==> config.mk <==
export PLATFORM = sky130hd
export DESIGN_NAME = instr_fetch_queue
export DESIGN_NICKNAME = d
export VERILOG_FILES = /design/src/rtl/riscv_pkg.sv /design/src/rtl/fetchq_mem.sv /design/src/rtl/instr_fetch_queue.sv
export SDC_FILE = /design/constraint.sdc
export NUM_CORES = 1
export LEC_CHECK = 0
export BUFFER_PORTS_ARGS = -buffer_cell sky130_fd_sc_hd__buf_2
export CORE_ASPECT_RATIO = 0.9
export CORE_MARGIN = 2
export CORE_UTILIZATION = 40
export CTS_CLUSTER_DIAMETER = 80
export CTS_CLUSTER_SIZE = 14
export DETAILED_ROUTE_END_ITERATION = 10
export GPL_TIMING_DRIVEN = 0
export SLEW_MARGIN = 20
export SYNTH_ARGS = -nofsm -noshare
export SYNTH_HDL_FRONTEND = slang
export SYNTH_SLANG_ARGS = --single-unit
==> constraint.sdc <==
create_clock -name clk -period 6.2 [get_ports clk]
set_clock_uncertainty 0.15 [all_clocks]
set_input_delay 1.24 -clock clk [delete_from_list [all_inputs] [get_ports clk]]
set_output_delay 1.24 -clock clk [all_outputs]
set_load 0.005 [all_outputs]
==> src/rtl/riscv_pkg.sv <==
`default_nettype none
// ============================================================================
// Module      : riscv_pkg
// Description : Shared RISC-V constants: R-type opcode, instruction field
//               bit positions and the sequential fetch PC step.
// Revision    : 1.0 - initial release
// ============================================================================
package riscv_pkg;

    // Opcode of register-register ALU instructions
    localparam logic [6:0] OPC_RTYPE = 7'b0110011;

    // Instruction field bit positions (32-bit encoding)
    localparam int OPCODE_LSB = 0;
    localparam int OPCODE_MSB = 6;
    localparam int RD_LSB     = 7;
    localparam int RD_MSB     = 11;
    localparam int FUNCT3_LSB = 12;
    localparam int FUNCT3_MSB = 14;
    localparam int RS1_LSB    = 15;
    localparam int RS1_MSB    = 19;
    localparam int RS2_LSB    = 20;
    localparam int RS2_MSB    = 24;
    localparam int FUNCT7_LSB = 25;
    localparam int FUNCT7_MSB = 31;

    // Byte distance between consecutive fetched instructions
    localparam int PC_INCR = 4;

endpackage : riscv_pkg
`default_nettype wire

==> src/rtl/fetchq_mem.sv <==
`default_nettype none
// ============================================================================
// Module      : fetchq_mem
// Description : Fetch-queue storage: DEPTH entries, one synchronous write
//               port, one asynchronous read port, contents not reset.
// Revision    : 1.0 - initial release
// ============================================================================
module fetchq_mem #(
    parameter int ENTRY_W = 64,
    parameter int DEPTH   = 8
) (
    input  logic                     clk,
    input  logic                     we,
    input  logic [$clog2(DEPTH)-1:0] waddr,
    input  logic [ENTRY_W-1:0]       wdata,
    input  logic [$clog2(DEPTH)-1:0] raddr,
    output logic [ENTRY_W-1:0]       rdata
);

    logic [ENTRY_W-1:0] r_mem [DEPTH];

    // Write one entry per accepted push; no reset, stale data is masked by count
    always_ff @(posedge clk) begin
        if (we) begin
            r_mem[waddr] <= wdata;
        end
    end

    assign rdata = r_mem[raddr];

endmodule : fetchq_mem
`default_nettype wire

==> src/rtl/instr_fetch_queue.sv <==
`default_nettype none
// ============================================================================
// Module      : instr_fetch_queue
// Description : Instruction fetch FIFO. Tags each accepted word with a
//               sequential fetch PC and presents the head entry pre-split
//               into RISC-V fields. Optional macro FETCHQ_RTYPE_CHECK_EN adds
//               out_illegal, flagging heads whose opcode is not R-type.
// Revision    : 1.0 - initial release
// ============================================================================
module instr_fetch_queue
    import riscv_pkg::*;
#(
    parameter int WIDTH = 32,
    parameter int DEPTH = 8
) (
    input  logic                     clk,
    input  logic                     rst,
    input  logic                     flush,
    input  logic                     in_valid,
    input  logic [WIDTH-1:0]         in_data,
    output logic                     in_ready,
    output logic                     out_valid,
    input  logic                     out_ready,
    output logic [6:0]               out_opcode,
    output logic [4:0]               out_rd,
    output logic [2:0]               out_funct3,
    output logic [4:0]               out_rs1,
    output logic [4:0]               out_rs2,
    output logic [6:0]               out_funct7,
    output logic [WIDTH-1:0]         out_pc,
`ifdef FETCHQ_RTYPE_CHECK_EN
    output logic                     out_illegal,
`endif
    output logic [$clog2(DEPTH):0]   count
);

    localparam int AW = $clog2(DEPTH);
    localparam int CW = AW + 1;
    localparam logic [CW-1:0] CNT_FULL = CW'(DEPTH);

    logic [AW-1:0]      r_wr_ptr;
    logic [AW-1:0]      r_rd_ptr;
    logic [CW-1:0]      r_count;
    logic [WIDTH-1:0]   r_pc;

    logic               w_push;
    logic               w_pop;
    logic [2*WIDTH-1:0] w_rd_entry;
    logic [WIDTH-1:0]   w_head_data;

    // Handshakes; flush blocks both directions for the cycle it is asserted
    assign in_ready  = (r_count < CNT_FULL) && !flush;
    assign out_valid = (r_count != '0);
    assign w_push    = in_valid && in_ready;
    assign w_pop     = out_valid && out_ready && !flush;
    assign count     = r_count;

    // Pointer, occupancy and fetch-PC bookkeeping
    always_ff @(posedge clk or posedge rst) begin
        if (rst) begin
            r_wr_ptr <= '0;
            r_rd_ptr <= '0;
            r_count  <= '0;
            r_pc     <= '0;
        end else if (flush) begin
            r_wr_ptr <= '0;
            r_rd_ptr <= '0;
            r_count  <= '0;
            r_pc     <= '0;
        end else begin
            if (w_push) begin
                r_wr_ptr <= r_wr_ptr + AW'(1);
                r_pc     <= r_pc + WIDTH'(PC_INCR);
            end
            if (w_pop) begin
                r_rd_ptr <= r_rd_ptr + AW'(1);
            end
            case ({w_push, w_pop})
                2'b10:   r_count <= r_count + CW'(1);
                2'b01:   r_count <= r_count - CW'(1);
                default: r_count <= r_count;
            endcase
        end
    end

    // Each entry carries {fetch PC, raw instruction word}
    fetchq_mem #(
        .ENTRY_W (2 * WIDTH),
        .DEPTH   (DEPTH)
    ) u_mem (
        .clk   (clk),
        .we    (w_push),
        .waddr (r_wr_ptr),
        .wdata ({r_pc, in_data}),
        .raddr (r_rd_ptr),
        .rdata (w_rd_entry)
    );

    // Empty queue presents all-zero fields so uninitialised storage never leaks
    assign w_head_data = out_valid ? w_rd_entry[WIDTH-1:0]       : '0;
    assign out_pc      = out_valid ? w_rd_entry[2*WIDTH-1:WIDTH] : '0;

    assign out_opcode = w_head_data[OPCODE_MSB:OPCODE_LSB];
    assign out_rd     = w_head_data[RD_MSB:RD_LSB];
    assign out_funct3 = w_head_data[FUNCT3_MSB:FUNCT3_LSB];
    assign out_rs1    = w_head_data[RS1_MSB:RS1_LSB];
    assign out_rs2    = w_head_data[RS2_MSB:RS2_LSB];
    assign out_funct7 = w_head_data[FUNCT7_MSB:FUNCT7_LSB];

`ifdef FETCHQ_RTYPE_CHECK_EN
    assign out_illegal = out_valid && (out_opcode != OPC_RTYPE);
`endif

endmodule : instr_fetch_queue
`default_nettype wire

Yosys cells after proc, flatten, opt, wreduce, memory -nomap -nowiden
Memories as Yosys holds them, arrays and structs flattened.
Index checks and enable logic that the tools add are counted.
{"block": "word_totals", "ramBits": 512, "out_inout_bits": 70, "input_bits": 37, "n_memories": 1, "regBits": 42, "rom_bits": 0, "elab_cells": 34, "latch_bits": 0}
{"memory": "u_mem.r_mem", "words": 8, "word_bits": 64, "read_ports": 1, "rd_ports_with_merged_regs": 0, "wr": 1, "line": "fetchq_mem.sv:20", "text": "logic [ENTRY_W-1:0] r_mem [DEPTH];"}
{"block": "classes", "n_addsub": 5, "reduce_logical": 9, "n_mul": 0, "magnitude_cmp": 1, "n_mux": 12, "bitwise_logic": 0, "shifts": 0, "n_eq_ne": 2, "n_div": 0}
{"operator": "32-bit two-way mux", "count": 4}
{"operator": "32-bit by 3-bit adder with 32-bit output, second input constant", "count": 1}
{"operator": "3-bit two-way mux", "count": 4}
{"operator": "4-bit case mux with 2 select lines", "count": 1}
{"operator": "3-bit by 1-bit adder with 3-bit output, second input constant", "count": 2}
{"operator": "4-bit by 1-bit adder with 4-bit output, second input constant", "count": 1}
{"operator": "1-bit logical AND", "count": 4}
{"operator": "4-bit < comparator, second input constant", "count": 1}
{"operator": "4-bit two-way mux", "count": 1}
{"operator": "2-bit nonzero test", "count": 2}
{"operator": "4-bit nonzero test", "count": 1}
{"operator": "4-bit by 1-bit subtractor with 4-bit output, second input constant", "count": 1}
{"operator": "3-bit nonzero test", "count": 1}
{"operator": "2-bit by 1-bit == test with 1-bit output, second input constant", "count": 1}
{"operator": "2-bit == test, second input constant", "count": 1}
{"operator": "1-bit two-way mux", "count": 2}
{"operator": "1-bit zero test", "count": 1}

Longest topological paths before layout
{"block": "logic_depth", "word_depth": 6, "mapped_depth": 9, "mapped_depth_nobuf": 8}

By module
Synthesis repeated with hierarchy kept, for this count alone.
{"block": "unflattened", "cells_unflattened": 1053, "area_unflattened_um2": 21934.8}
{"module": "fetchq_mem", "seq_area_each_um2": 15374.7, "cells_per_inst": 752, "n_inst": 1, "area_each_um2": 19266.0}
{"module": "instr_fetch_queue", "seq_area_each_um2": 1001.0, "cells_per_inst": 301, "n_inst": 1, "area_each_um2": 2668.8}

Worst setup path after synthesis
OpenSTA, ideal clock, no wires.
{"block": "synth_timing", "path_type": "input to register", "startpoint": "in flush", "endpoint": "mem u_mem.r_mem[1][0] (enable)", "path_buffers": 1, "slack_ps": -656, "required_ps": 5492, "setup_ps": 558, "t_arrival_ps": 6148, "stages": 4, "path_cell_list": "clkbuf_1 nor3b_1 nand2_1 nor3_1"}
{"block": "synth_between", "elab_chain_len": 5}
{"element": "start, declared", "line": "instr_fetch_queue.sv:18", "text": "input logic flush,"}
{"element": "1-bit zero test", "line": "instr_fetch_queue.sv:52", "text": "assign in_ready = (r_count < CNT_FULL) && !flush;"}
{"element": "1-bit logical AND", "line": "instr_fetch_queue.sv:52"}
{"element": "1-bit logical AND", "line": "instr_fetch_queue.sv:54", "text": "assign w_push = in_valid && in_ready;"}
{"element": "1-bit two-way mux", "line": "fetchq_mem.sv:24", "text": "if (we) begin"}
{"element": "1-bit two-way mux (implied by the code)", "line": "fetchq_mem.sv:25", "text": "r_mem[waddr] <= wdata;"}
{"element": "end, declared", "line": "fetchq_mem.sv:20"}
Every way passes these cells.

Final worst setup path
{"block": "layout_timing", "startpoint": "reg r_rd_ptr[1]", "endpoint": "out out_pc[13]"}
{"block": "layout_between", "elab_chain_len": 2}
{"element": "start, declared", "line": "instr_fetch_queue.sv:42", "text": "logic [AW-1:0] r_rd_ptr;"}
{"element": "start signal, assigned", "line": "instr_fetch_queue.sv:76", "text": "r_rd_ptr <= r_rd_ptr + AW'(1);"}
{"element": "memory read 8 x 64 bit"}
{"element": "32-bit two-way mux", "line": "instr_fetch_queue.sv:101", "text": "assign out_pc = out_valid ? w_rd_entry[2*WIDTH-1:WIDTH] : '0;"}
{"element": "end, declared", "line": "instr_fetch_queue.sv:30", "text": "output logic [WIDTH-1:0] out_pc,"}
Every way passes these cells.

==> out/qor.csv <==
metric,value,unit
run_status,completed,
p_comb_frac,0.232,
cts_resized,0,
setup_ws,1.080,ns
n_antenna_cell,0,
crit_type,reg -> out,
synth_top_area_cell,edfxtp_1,
grt_usage,0.1735,
crit_fanout,10,
synth_area,21040,sq um
final_nets,1262,
period_needed,5.120,ns
finalCritPeriodShare,0.8257,
ys_seq_area_frac,0.7553,
port_buffers,104,
finalHoldViolCount,0,
seq_power_share,0.470,
endpoint_kind,primary output,
syn_to_final_growth,17.01,%
rsz0062_at_grt,false,
grt_pass1_vias,11040,
maxSlewViolCount,0,
die_w,245.8,microns
maxSlewHeadroom,0.3271,
pre_cts_ws,1.611,ns
h-tree-depth,2,
cts_hold_buffers,0,
antenna_found_initial,2,
clkTransAtPathRegs,0.07,ns
clock_power_share,0.298,
leakage,8.213,nW
yosysMostFrequentCell,edfxtp_1,
gp_congestion,0.7515,
max_freq,0.1953,GHz
clk_path_buf_depth,3,
synthFlopType,edfxtp_1,
worstMarginPinSlew,1.009,ns
grt_max_degree,31,
dp_hpwl,29.66,mm
cts_inserted_buffers,44,
synth.distinct_cells,48,
yosys-top-cells-area,"edfxtp_1 (71%), mux4_2 (13%), dfrtp_1 (4.8%), mux2i_1 (3.6%), nor2_1 (1.6%)",
maxCapViolations,0,
drtIter0Drc,767,
grt_pass1_wl,70.13,mm
synth_top_area_frac,0.7078,
setup_viol,0,
whs,0.4548,ns
synthCells,1032,
avgSynthCellArea,20.39,sq um
critical_path_arrival,3.73,ns
post_cts_buffers,0,
pin_count,107,
dr.pass1.iters,5,
final_util,0.4754,
fin_tns_setup,0,ns
start_kind,flop,
cts_root_buf,clkbuf_16,
gr-total-overflow,0,
detail-route-antenna-nets,0,
power.density,352.2,nW/um^2
async_flop_share,0.07463,
start_util,0.4063,
dieArea,54460,sq um
via_per_inst,5.396,
routed_wl,46.49,mm
remaining_drc_errors,0,
required,4.81,ns
clock-sinks,536,
insertion_delay,0.58,ns
drive_gt1_frac,0.2743,
wl_per_cell,24.03,microns
ys_ff_latch,536,
core_area,51790,sq um
die_h,221.6,microns
ys_warn_count,0,
synth_edf_count,496,
switching_share,0.2698,
min_path_type,in -> async,
vdd_ir_drop_max,187.5,uV
cts_tree,yes,
rows,79,
switching_power,2.340,mW
p_int,6.333,mW
dr_total_vias,10440,
synthTopCellsByCount,"edfxtp_1 (496), mux4_2 (124), nor2_1 (87)",
flip-flops by register name, summed over array words and instances, names as in the netlist:
| register | flops |
|---|---|
| r_rd_ptr | 3 |
| r_wr_ptr | 3 |
| count | 4 |
| r_pc | 30 |
| u_mem.r_mem | 496 |
critical path, stage by stage (launching register included):
cell	delay [ns]
dfrtp_1	0.35
clkbuf_1	0.50
clkbuf_1	0.70
clkbuf_1	0.69
mux4_2	0.40
mux2i_1	0.25
nor2_1	0.10
buf_2	0.17
layout by cell type, fill, tap and decap left out, drive strengths merged, types with 2 or more instances in the layout:
cell and n:
mux4 124, ha 5, mux2 4, or4 9, a31oi 2, mux2i 75, xnor2 8, nand3b 2
nor4 5, conb 2, inv 6, nand2b 17, a21oi 8, o21ai 4, xor2 7, edfxtp 496
nor2 87, o31ai 5, nor3 3, nand4 9, or3 2, and4 3, clkbuf 102, and3 9
nor2b 5, dfrtp 40, buf 165, nand3 13, o41ai 2, nand2 16
power by group through the flow:
| stage | clock network [mW] | registers, mW | logic [mW] |
|---|---|---|---|
| 6_report | 2.59 | 4.07 | 2.01 |
| 5_1_grt | 2.79 | 4.08 | 2.23 |
| 4_1_cts | 2.66 | 4.07 | 2.10 |
| 3_5_place_dp | 0 | 4.15 | 2.09 |
| 3_3_place_gp | 0 | 4.16 | 2.02 |
| 2_1_floorplan | 0 | 4.14 | 1.27 |
cells by family after synthesis:
| group | count (synthesis) | synth area share |
|---|---|---|
| compound gates | 25 | 0.008146 |
| xor+xnor | 15 | 0.006243 |
| fa+ha+maj | 5 | 0.002973 |
| buf+inv | 60 | 0.01189 |
| flops | 536 | 0.7553 |
| mux | 203 | 0.1705 |
| other cells | 1 | 0.0001782 |
| simple gates | 187 | 0.04471 |
metrics by stage:
step | total power, mW | instance area (sq um) | instances
floorplan | 5.409 | 21060 | 1033
global placement | 6.178 | 22440 | 1825
detailed placement | 6.241 | 23350 | 1862
CTS | 8.829 | 24620 | 1935
global route | 9.090 | 24620 | 1935
finish | 8.673 | 24620 | 1935
layer usage:
| metal | share of wire | global-route usage |
|---|---|---|
| met1 | 0.44 | 0.2400 |
| met2 | 0.49 | 0.2853 |
| met3 | 0.047 | 0.02748 |
| met4 | 0.019 | 0.04712 |
| met5 | 0.0025 | 0.01159 |
final timing paths:
path	start	end	slack, ns	cells after the start
min in group clk	r_wr_ptr[0]	r_wr_ptr[0]	0.47	2
setup / recovery	r_rd_ptr[1]	out_pc[13]	1.08	7
max in group asynchronous	rst	r_pc[4]	4.98	3
hold reg to reg	r_wr_ptr[0]	r_wr_ptr[0]	0.47	2
hold / removal	rst	r_pc[20]	0.45	2
setup reg to reg	count[3]	u_mem.r_mem[6][30]	2.87	7
final cells by class:
class	count	area, sq um
tap	688	860.8
inverter	5	18.77
clock inverter	2	27.53
fill	4326	27170
multi-input combinational	437	4985
buffer	55	231.5
timing repair buffer	141	1360
sequential	536	15900
clock buffer	71	1245
No activity file was read; power rests on OpenSTA's default activity.
